## config.mk

```make
export PLATFORM = sky130hd
export DESIGN_NAME = sync_fifo_rd_stream
export DESIGN_NICKNAME = d
export VERILOG_FILES = /design/src/rtl/sync_fifo_rd_stream.sv
export SDC_FILE = /design/constraint.sdc
export NUM_CORES = 1
export LEC_CHECK = 0
export ABC_AREA = 1
export CORE_MARGIN = 4
export CORE_UTILIZATION = 56
export CTS_CLUSTER_DIAMETER = 80
export DETAILED_ROUTE_END_ITERATION = 6
export MAX_ROUTING_LAYER = met4
export PLACE_DENSITY_LB_ADDON = 0.1
export SETUP_SLACK_MARGIN = 0.1
export SYNTH_ARGS = -nofsm -noshare
export SYNTH_HDL_FRONTEND = slang
export SYNTH_SLANG_ARGS = --single-unit
```

## constraint.sdc

```tcl
create_clock -name clk -period 2.36 [get_ports clk]
set_input_delay 0.354 -clock clk [delete_from_list [all_inputs] [get_ports clk]]
set_output_delay 0.354 -clock clk [all_outputs]
set_load 0.005 [all_outputs]
```

## src/rtl/sync_fifo_rd_stream.sv

```systemverilog
`default_nettype none
// +--------------------------------------------------------------------------+
// | sync_fifo_rd_stream: drains a registered-read FIFO into a valid/ready    |
// | stream via a 2-entry buffer. SYNC_FIFO_RD_STREAM_STATS_EN adds counters. |
// | Revision: 1.0                                                            |
// +--------------------------------------------------------------------------+
module sync_fifo_rd_stream #(
  parameter int WIDTH = 8
) (
  input  logic             clk,
  input  logic             rst,
  input  logic             flush,
  output logic             fifo_r_en,
  input  logic [WIDTH-1:0] fifo_rdata,
  input  logic             fifo_empty,
  output logic             m_valid,
  output logic [WIDTH-1:0] m_data,
  input  logic             m_ready
`ifdef SYNC_FIFO_RD_STREAM_STATS_EN
  ,
  output logic [15:0]      rd_count,
  output logic [15:0]      stall_count
`endif
);

  typedef enum logic [1:0] {
    S_EMPTY = 2'd0,
    S_ONE   = 2'd1,
    S_TWO   = 2'd2
  } state_t;

  state_t           state;
  logic             inflight;
  logic [WIDTH-1:0] mem [2];
  logic             head;
  logic             tail;

  logic             pop;
  logic             capture;
  logic [1:0]       occ;
  logic [1:0]       occ_nxt;
  logic             head_nxt;
  logic [WIDTH-1:0] data_nxt;

  assign occ      = state;
  assign pop      = m_valid & m_ready;
  assign capture  = inflight;

  // Reserve a slot for every word already requested; a pop frees one this cycle.
  assign fifo_r_en = !rst && !flush && !fifo_empty &&
                     (((occ + {1'b0, inflight}) < 2'd2) || pop);

  assign occ_nxt  = occ + {1'b0, capture} - {1'b0, pop};
  assign head_nxt = head ^ pop;
  // The new head may be the slot being written on this same edge.
  assign data_nxt = (capture && (head_nxt == tail)) ? fifo_rdata : mem[head_nxt];

  always_ff @(posedge clk or posedge rst) begin
    if (rst) begin
      state    <= S_EMPTY;
      inflight <= 1'b0;
      head     <= 1'b0;
      tail     <= 1'b0;
      mem[0]   <= '0;
      mem[1]   <= '0;
      m_valid  <= 1'b0;
      m_data   <= '0;
    end else if (flush) begin
      state    <= S_EMPTY;
      inflight <= 1'b0;
      head     <= 1'b0;
      tail     <= 1'b0;
      m_valid  <= 1'b0;
    end else begin
      inflight <= fifo_r_en;
      if (capture) begin
        mem[tail] <= fifo_rdata;
        tail      <= ~tail;
      end
      head    <= head_nxt;
      m_valid <= (occ_nxt != 2'd0);
      m_data  <= data_nxt;
      case (state)
        S_EMPTY: if (capture) state <= S_ONE;
        S_ONE: begin
          if (capture && !pop)      state <= S_TWO;
          else if (pop && !capture) state <= S_EMPTY;
        end
        S_TWO:   if (pop) state <= S_ONE;
        default: state <= S_EMPTY;
      endcase
    end
  end

  a_no_overflow: assert property (@(posedge clk) disable iff (rst)
    !(!flush && capture && !pop && (state == S_TWO)));

`ifdef SYNC_FIFO_RD_STREAM_STATS_EN
  always_ff @(posedge clk or posedge rst) begin
    if (rst) begin
      rd_count    <= '0;
      stall_count <= '0;
    end else begin
      if (pop && (rd_count != 16'hFFFF))
        rd_count <= rd_count + 16'd1;
      if (m_valid && !m_ready && (stall_count != 16'hFFFF))
        stall_count <= stall_count + 16'd1;
    end
  end
`endif

endmodule
`default_nettype wire

```

Word level (Yosys, flattened, before mapping):

Cells that the tools add are included.

* muxes and demuxes: 18
* equality and inequality tests: 6
* reductions and logical operators: 18
* bitwise operators: 6
* add/sub/neg operators: 2
* magnitude comparators: 4

Operator list (number)
* $mux 8: 5
* $bwmux 16: 1
* $mux 2: 5
* $demux 8 s1: 1
* $logic_and 1x1->1: 7
* $ne 3x3->1 const B: 2
* $pmux 2 s3: 1
* $logic_not 1->1: 5
* $mux 1: 5
* $ge 2x2->1 const B: 2
* $ne 4x4->1 const B: 1
* $not 1->2: 2
* $reduce_bool 2->1: 2
* $reduce_and 3->1: 1
* $add 2x1->2: 1
* $eq 2x1->1 const B: 1
* $eq 2x2->1 const B: 1
* $logic_not 2->1: 1
* $lt 2x1->1 const B: 1
* $lt 2x2->1 const B: 1
* $not 1->1: 2
* $reduce_and 2->1: 1
* $sub 2x1->2: 1
* $and 1x1->1: 1
* 3 further kinds: 3

* output and inout bits: 10
* register bits: 30
* input port bits: 13
* logic and storage cells: 62

Depth between registers and ports, before layout:

Gate-level depths: netlist (run 1).

* depth after elaboration: 7
* gate-level depth with buffers: 9
* gate-level depth less buffers: 8

Worst setup path after synthesis (run 1):

OpenSTA, ideal clock, no wires.

* path kind: register to output
* start point: reg inflight (netlist: capture)
* end point: out fifo_r_en
* slack: 0.906 ns
* path buffers: 0
* data required time: 2.006 ns
* arrival time: 1.100 ns
* stages on the path, launching flop included: 5
* cells stage by stage: dfrtp_1 ha_1 xnor2_1 o21ai_0 inv_1

* cells in the longest elaborated chain, start to end: 4

RTL lines
* from (decl): RTL line 33 `logic inflight;`
* from (signal assigned): RTL line 75 `inflight <= fifo_r_en;`
* $add 2x1->2: RTL line 51 `(((occ + {1'b0, inflight}) < 2'd2) || pop);`
* $lt 2x2->1: RTL line 51
* $logic_or 1x1->1: RTL line 51
* $logic_and 1x1->1: RTL line 50 `assign fifo_r_en = !rst && !flush && !fifo_empty &&`
* to (decl): RTL line 13 `output logic fifo_r_en,`

Every way passes these cells.

Worst setup path in the final report (run 1):

* start point: reg state[0] (netlist: occ[0])
* end point: out fifo_r_en

* cells in the longest elaborated chain, start to end: 4

RTL lines
* from (decl): RTL line 32 `state_t state;`
* from (signal assigned): RTL line 60 `state <= S_EMPTY;`
* from (signal assigned): RTL line 69 `state <= S_EMPTY;`
* from (signal assigned): RTL line 84 `S_EMPTY: if (capture) state <= S_ONE;`
* $add 2x1->2: RTL line 51
* $lt 2x2->1: RTL line 51
* $logic_or 1x1->1: RTL line 51
* $logic_and 1x1->1: RTL line 50

Every way passes these cells.

==> results of run 1 <==
cells by family after synthesis:
family,Yosys count,synth area share [%]
compound gates,29,9.82
simple gates,84,28.6
buf+inv,31,9.23
flops,30,50.3
fa+ha+maj,1,0.839
xor+xnor,2,1.17
sequential cells by signal (all words and copies together), names as in the netlist:
register / count
m_data: 8
mem: 16
m_valid: 1
capture: 1
occ: 2
tail: 1
head: 1
cells in the final DEF, fill, tap and decap left out, drive strengths merged:
cell | Yosys | final
nor3 | 2 | 2
nand3 | 17 | 17
xor2 | 1 | 1
a21oi | 3 | 3
a31oi | 1 | 1
clkinv | 0 | 1
clkdlybuf4s50 | 0 | 22
nor2 | 2 | 2
ha | 1 | 1
clkbuf | 1 | 7
nand4 | 8 | 8
nand2 | 55 | 55
o21ai | 25 | 25
buf | 5 | 3
dfrtp | 30 | 30
inv | 25 | 25
xnor2 | 1 | 1
Yosys cell counts:
master | n | area share [%]
nand3_1 | 13 | 4.4
ha_1 | 1 | 0.84
o21ai_1 | 2 | 0.67
a31oi_1 | 1 | 0.42
nor3_1 | 2 | 0.67
nand2_1 | 51 | 13
xnor2_1 | 1 | 0.59
inv_2 | 1 | 0.25
nand2_2 | 1 | 0.42
dfrtp_1 | 30 | 50
buf_6 | 2 | 1.5
nand3_4 | 3 | 3.5
inv_1 | 24 | 6.0
o21ai_0 | 23 | 7.7
a21oi_1 | 3 | 1.0
nand3_2 | 1 | 0.67
clkbuf_1 | 1 | 0.25
xor2_1 | 1 | 0.59
nand4_1 | 8 | 3.4
buf_4 | 1 | 0.50
buf_2 | 2 | 0.67
nor2_1 | 2 | 0.50
nand2_4 | 3 | 2.3
what timing repair did:
item,in CTS,in global routing
endpoints found under the setup margin,0,1
gates resized for setup,0,2
setup buffers,0,0
endpoints found under the hold margin,0,0
metrics by stage:
stage | hold slack [ns] | area, um2 | utilization (%) | total power, mW | instances
final | 0.424 | 1800 | 71.8 | 1.26 | 234
after global routing | 0.460 | 1800 | 71.8 | 1.34 | 234
after CTS | 0.426 | 1790 | 71.5 | 1.27 | 234
after detailed placement | 0.469 | 1730 | 69.1 | 0.950 | 226
after global placement | 0.459 | 1730 | 69.1 | 0.933 | 226
after floorplan | 0.445 | 1490 | - | 0.818 | 177
critical path, stage by stage (launching register included):
cell and delay (ns):
dfrtp_1 0.43, ha_1 0.22, xnor2_2 0.14, o21ai_1 0.18, inv_1 0.06, clkdlybuf4s50_1 0.45
per-layer routing:
| layer | global-route usage [%] | part of all wire, % | wire length [um] |
|---|---|---|---|
| met5 | - | 0 | 0 |
| met4 | 10.1 | 1.1 | 33 |
| met3 | 5.23 | 6.8 | 214 |
| met2 | 33.9 | 49 | 1540 |
| met1 | 25.0 | 43 | 1340 |
layout make-up:
type / instances / area share [%]
tap: 30 / 2.09
sequential: 30 / 41.8
inverter: 25 / 5.23
timing repair buffer: 25 / 13.5
multi-input combinational: 116 / 34.0
clock inverter: 1 / 0.279
clock buffer: 7 / 3.07
report_power, final:
part           internal (mW)  total, mW  switching (mW)
logic                  0.147      0.296           0.149
registers              0.595      0.639          0.0439
clock network          0.144      0.320           0.176
total                  0.887       1.26           0.369
worst max path at each step:
stage            start        end  slack [ns]  cells after the start
2_1_floorplan  capture  fifo_r_en        0.91                      4
3_3_place_gp   m_ready  fifo_r_en        0.27                      6
3_5_place_dp   m_ready  fifo_r_en        0.19                      6
4_1_cts        capture  fifo_r_en        0.12                      5
5_1_grt        capture  fifo_r_en        0.12                      5
6_report        occ[0]  fifo_r_en        0.21                      5
==> impl_summary.md, run 1 <==
Critical path
For the worst setup path, the data arrival time is 1.79 ns. The kind of start point of the critical path is a flop. The flop-to-flop setup slack is 0.92 ns. STA classifies the critical path endpoint as a primary output. The reg-to-reg critical path endpoint is m_data[0]. The source of the worst register-to-register timing path is m_valid. The worst reg2reg path depth is 8.

The required time of the critical path is 2.01 ns. The worst setup path is of the reg2out kind. The largest fanout of any net on the critical path is 3.

Layout
Compared with the post-synthesis result, the final layout area differs by 20.4%. The multi-input combinational cells in the finished layout cover a total of 611 um2. After filler insertion, the fill cell instance count of the layout stands at roughly 210. The number of nets in the layout is approximately 220. The layout cell share with drive strength beyond 1 is roughly a tenth.

0 antenna diodes ended up in the layout. Registers take 751 um2.

Clock tree
The maximum level of the CTS H-tree is 2. The count of clock tree sinks is 30. The cell at the root of the clock tree is clkbuf_4. The TritonCTS buffer count is 5.

The worst-skew pair later-pin latency is roughly 0.32 ns. TritonCTS built the clock tree. The clock transition at the registers of the reported paths is 0.10 ns.

The maximum root-to-sink buffer count is 2. The hold-fix buffer count after cts is 0.

Synth
For this run, the number of Yosys warnings is 0. The number of distinct library cells after synthesis is 23. Summing every instance area after synthesis gives 1490 um2. The instance count of the mapped netlist is 177. The number of nets in the synthesized netlist is between 150 and 200. After synthesis, flip-flops and latches occupy 50.3% of the total area. Averaged over all synthesized cells, the footprint is 8.43 um2. Counting flops and latches in the post-synthesis netlist gives 30.

Placement
The final estimated routing congestion in global placement is 0.851. The number of port buffers is 22. The HPWL after detailed placement is between 2000 and 2500 um. The post-place setup slack is 0.190 ns.

STA
The final number of hold-violating endpoints is 0. The final worst setup slack is 0.214 ns. For the pin with the worst max-slew slack, the measured transition is 0.452 ns.

Across the routed clock network, the largest skew measured is 0.0107 ns. The final critical path time including I/O delays and setup is 2.15 ns. The worst path uses roughly nine tenths of the clock period. Measured against its own limit, the worst slew margin works out to between 60% and 70%. Setup violations remaining at the end of the flow were counted as 0.

The fmax is 0.466 GHz. The number of slew-limit violations in the final report is 0. Setup repair after global routing left no endpoint under its margin.

The setup TNS is 0 ns.

Global routing
The pin count of the biggest net entering global routing is 31. The number of antenna violations at the first check in global routing is 0. The global-route wire length before repair is 5440 um.

The global routing usage summed across all routing layers is 21.2%. Summed over all layers, the global routing overflow is 0. The number of global-route vias before repair is 1,245.

Drt
In the routed design, unresolved DRC markers number 0. The count of nets left with antenna violations once routing finished came out at 0. The number of search-and-repair iterations in the first detailed-routing pass is 4. Using the TritonRoute via totals, the vias-per-cell ratio works out to 5.26. The total number of vias is between 1,000 and 1,500. The number of DRC violations after detailed-routing iteration 0 is 47. After detailed routing, the average wire length per cell comes to 13.4 um. For this block, the routed nets add up to between 3000 and 4000 um of wire.

Floorplan
The boundary pin count is 23. The site row count is 18. The floorplan step set the die width to 59.6 um.

The die span in y is 59.6 um. In this run the standard cell core region covers 2500 um2. Once the floorplan was initialized, standard cells occupied 59.7% of the core. The area of the die is approximately 3600 um2.

Power
The analysis attributes to cell leakage a power of 0.915 nW. VDD sags by at most 0.000547 V. Dividing total power by cell area gives a power density of approximately 700 nW/um2.

Flow run
Across the run, the number of max-cap violations was 0.

Run status
The run finished with clean final reports.

Worst hold path
The path type of the worst min-delay path is in2async.
Note: power is estimated with default switching activity, not from simulation.
==> run 2, diff against run 1 <==
CORE_UTILIZATION = 60   (was 56)
DONT_BUFFER_PORTS = 1   (was not set)
==> impl_summary.md, run 2 (synthesized netlist as in run 1, its figures left out) <==
Drt
The number of remaining DRC errors is 0 (unchanged). The number of nets with antenna violations after detailed routing was 0 (unchanged). The total number of vias is 1,134 (-8.0%). The number of DRC violations after detailed-routing iteration 0 is 33 (-30%). The number of search-and-repair iterations in the first detailed-routing pass is 4 (unchanged).

The average detailed-routed wire length per instance is 13.0 um (-2.8%). The total detailed-routing wirelength is 2720 um (-13%). The via count normalized by instance count came to 5.43 (+3.1%).

Floorplan
The boundary pin count was 23 (unchanged). The area of the core is 2300 um2 (-8.1%). The initial core utilization is 64.9% (+5.3 points). The site row count is 17 (-1). The die span in y was 57.9 um (-2.9%). The overall die width was 57.9 um (-2.9%). The area of the die is 3350 um2 (-5.8%).

STA
The setup TNS was 0 ns (unchanged). Setup repair after global routing left no endpoint under its margin. The fmax is 0.476 GHz (+2.1%). The final hold slack is 0.0716 ns (-0.352 ns). The worst slew slack as a fraction of its limit is 60.2% (-9.7 points). The slew at the pin closest to its max-slew limit came to 0.597 ns (+0.145 ns).

The number of slew-limit violations in the final report is 0 (unchanged). The final worst setup slack is 0.258 ns (+0.0441 ns). The final critical path time including I/O delays and setup came to 2.10 ns (-0.0441 ns).

The fraction of the cycle the final worst path needs was 89.1% (-1.9 points). The final number of hold-violating endpoints is 0 (unchanged). The final count of negative-setup-slack endpoints is 0 (unchanged).

The final worst clock skew is 0.0118 ns (+0.00110 ns).

Placement
The post-place setup slack is 0.613 ns (+0.423 ns). The final estimated routing congestion in global placement is 0.767 (-9.8%). The total placed instance area came to 1490 um2 (-14%). The number of port buffers is 0 (-100%). The instance count after placement with tap cells included is 200 (-12%).

The estimated wirelength of the detail-placed design is 1920 um (-14%).

Global routing
The global-route wire length before repair is 4510 um (-17%). The number of antenna violations at the first check in global routing is 0 (unchanged). The aggregate global routing overflow was 0 (unchanged). The met2 capacity usage during global routing was 29.7% (-4.2 points). The global routing usage summed across all routing layers is 18.5% (-2.7 points). The met3 routing resource usage after global routing was 6.90% (+1.7 points). The met1 track utilization from global routing came to 22.0% (-3.0 points). The busiest metal layer after global routing is met2.

The pin count of the biggest net entering global routing is 31 (unchanged). The number of global-route vias before repair was 1,030 (-17%).

Layout
The antenna diode count was 0 (unchanged). Compared with the post-synthesis result, the final layout area differs by 4.61%. The number of flip-flops in the largest register is 16 (unchanged). The layout cell share with drive strength beyond 1 is 9.39% (-0.41 points). The library cell used most frequently in the layout, excluding fill and tap cells, is nand2_1.

The number of nets in the layout was 194 (-11%). The utilization after layout is 67.9% (-3.9 points). The count of placed standard cells in the final layout, fillers left out came to 209 (-11%). The area of all placed cells without fillers is 1560 um2 (-13%). The top register by number of flip-flops is mem. The number of filler instances in the final layout came to 181 (-15%). In the layout the commonest cells are nand2_1, dfrtp_1, inv_1.

Power
The worst supply voltage drop on vdd is 0.000552 V (+0.76%). The standby leakage power came to 0.824 nW (-9.9%). The total power density per cell area was 743 nW/um2 (+6.3%). The total power is 1.16 mW (-7.6%).

Critical path
The cell type group with the largest total delay on the critical path is flip-flops. The worst path buffer plus inverter count was 1 (-1). The critical path goes through ha_1 > xnor2_1 > o21ai_0 > inv_1. The critical path is of the reg2out type. The required time of the critical path is 2.01 ns (about the same).

The largest fanout of any net on the critical path is 15 (+12). The kind of start point of the critical path is a flop. The element type at the critical path end is a primary output. The critical path data arrival time is 1.75 ns (-0.04 ns).

The maximum cell stage delay along the critical path is 0.73 ns (+0.28 ns). The cell with the largest stage delay on the worst path is dfrtp_1.

Clock tree
The worst-skew pair later-pin latency was 0.33 ns (about the same). The maximum level of the CTS H-tree is 2 (unchanged). The clock transition at the registers of the reported paths is 0.10 ns (about the same).

The cell at the root of the clock tree is clkbuf_4. The count of clock tree sinks is 30 (unchanged). The maximum root-to-sink buffer count is 2 (unchanged).

The post-CTS setup repair buffer count is 0 (unchanged). TritonCTS built the clock tree. The TritonCTS buffer count is 5 (unchanged).

Run status
The flow ran to the end, and the final reports show no timing, DRC or antenna violations.

Flow run
The total of max-cap violations is 0 (unchanged).

Worst hold path
The path type of the worst min-delay path is in2reg.
[run 2: path summary, 6_finish.rpt]
| check | from | to | slack, ns | cells past startpoint |
|---|---|---|---|---|
| hold / removal | flush | head | 0.07 | 1 |
| setup / recovery | capture | fifo_r_en | 0.26 | 4 |
| setup reg to reg | capture | capture | 0.84 | 4 |
| max in group asynchronous | rst | mem[8] | 1.55 | 3 |
| hold reg to reg | mem[5] | mem[5] | 0.48 | 2 |
| min in group asynchronous | rst | occ[1] | 0.52 | 3 |
[run 2: layout make-up]
type,instances,area [um2],share of cell area (%)
Multi-Input combinational cell,116,603,38.7
Sequential cell,30,751,48.1
Timing Repair Buffer,2,17.5,1.12
Clock inverter,1,5.00,0.321
Clock buffer,7,55.1,3.53
Inverter,25,93.8,6.01
Tap cell,28,35.0,2.25
[run 2: where the power goes]
group          leakage, nW  internal (mW)  switching (mW)
clock               0.0353          0.144           0.169
combinational        0.397         0.0756           0.120
sequential           0.392          0.595          0.0553
total                0.824          0.815           0.345
[run 2: per-layer routing]
layer  vias up  wire, um  part of all wire, %
li1        577         -                    -
met1       532      1210                   45
met2        19      1350                   50
met3         6       118                  4.3
met4         0        36                  1.3
met5         -         0                    0
[run 2: what timing repair did]
action / 4_1_cts / 5_1_grt
endpoints found under the hold margin: 30 / 0
resized for setup: 0 / 0
setup endpoints to repair: 0 / 0
hold buffers: 1 / 0
==> run 3, diff against run 2 <==
CORE_UTILIZATION = 56   (was 60)
DONT_BUFFER_PORTS = not set   (was 1)
==> results of run 3 <==
No change in the layout: final DEF, timing and power equal those of run 1.
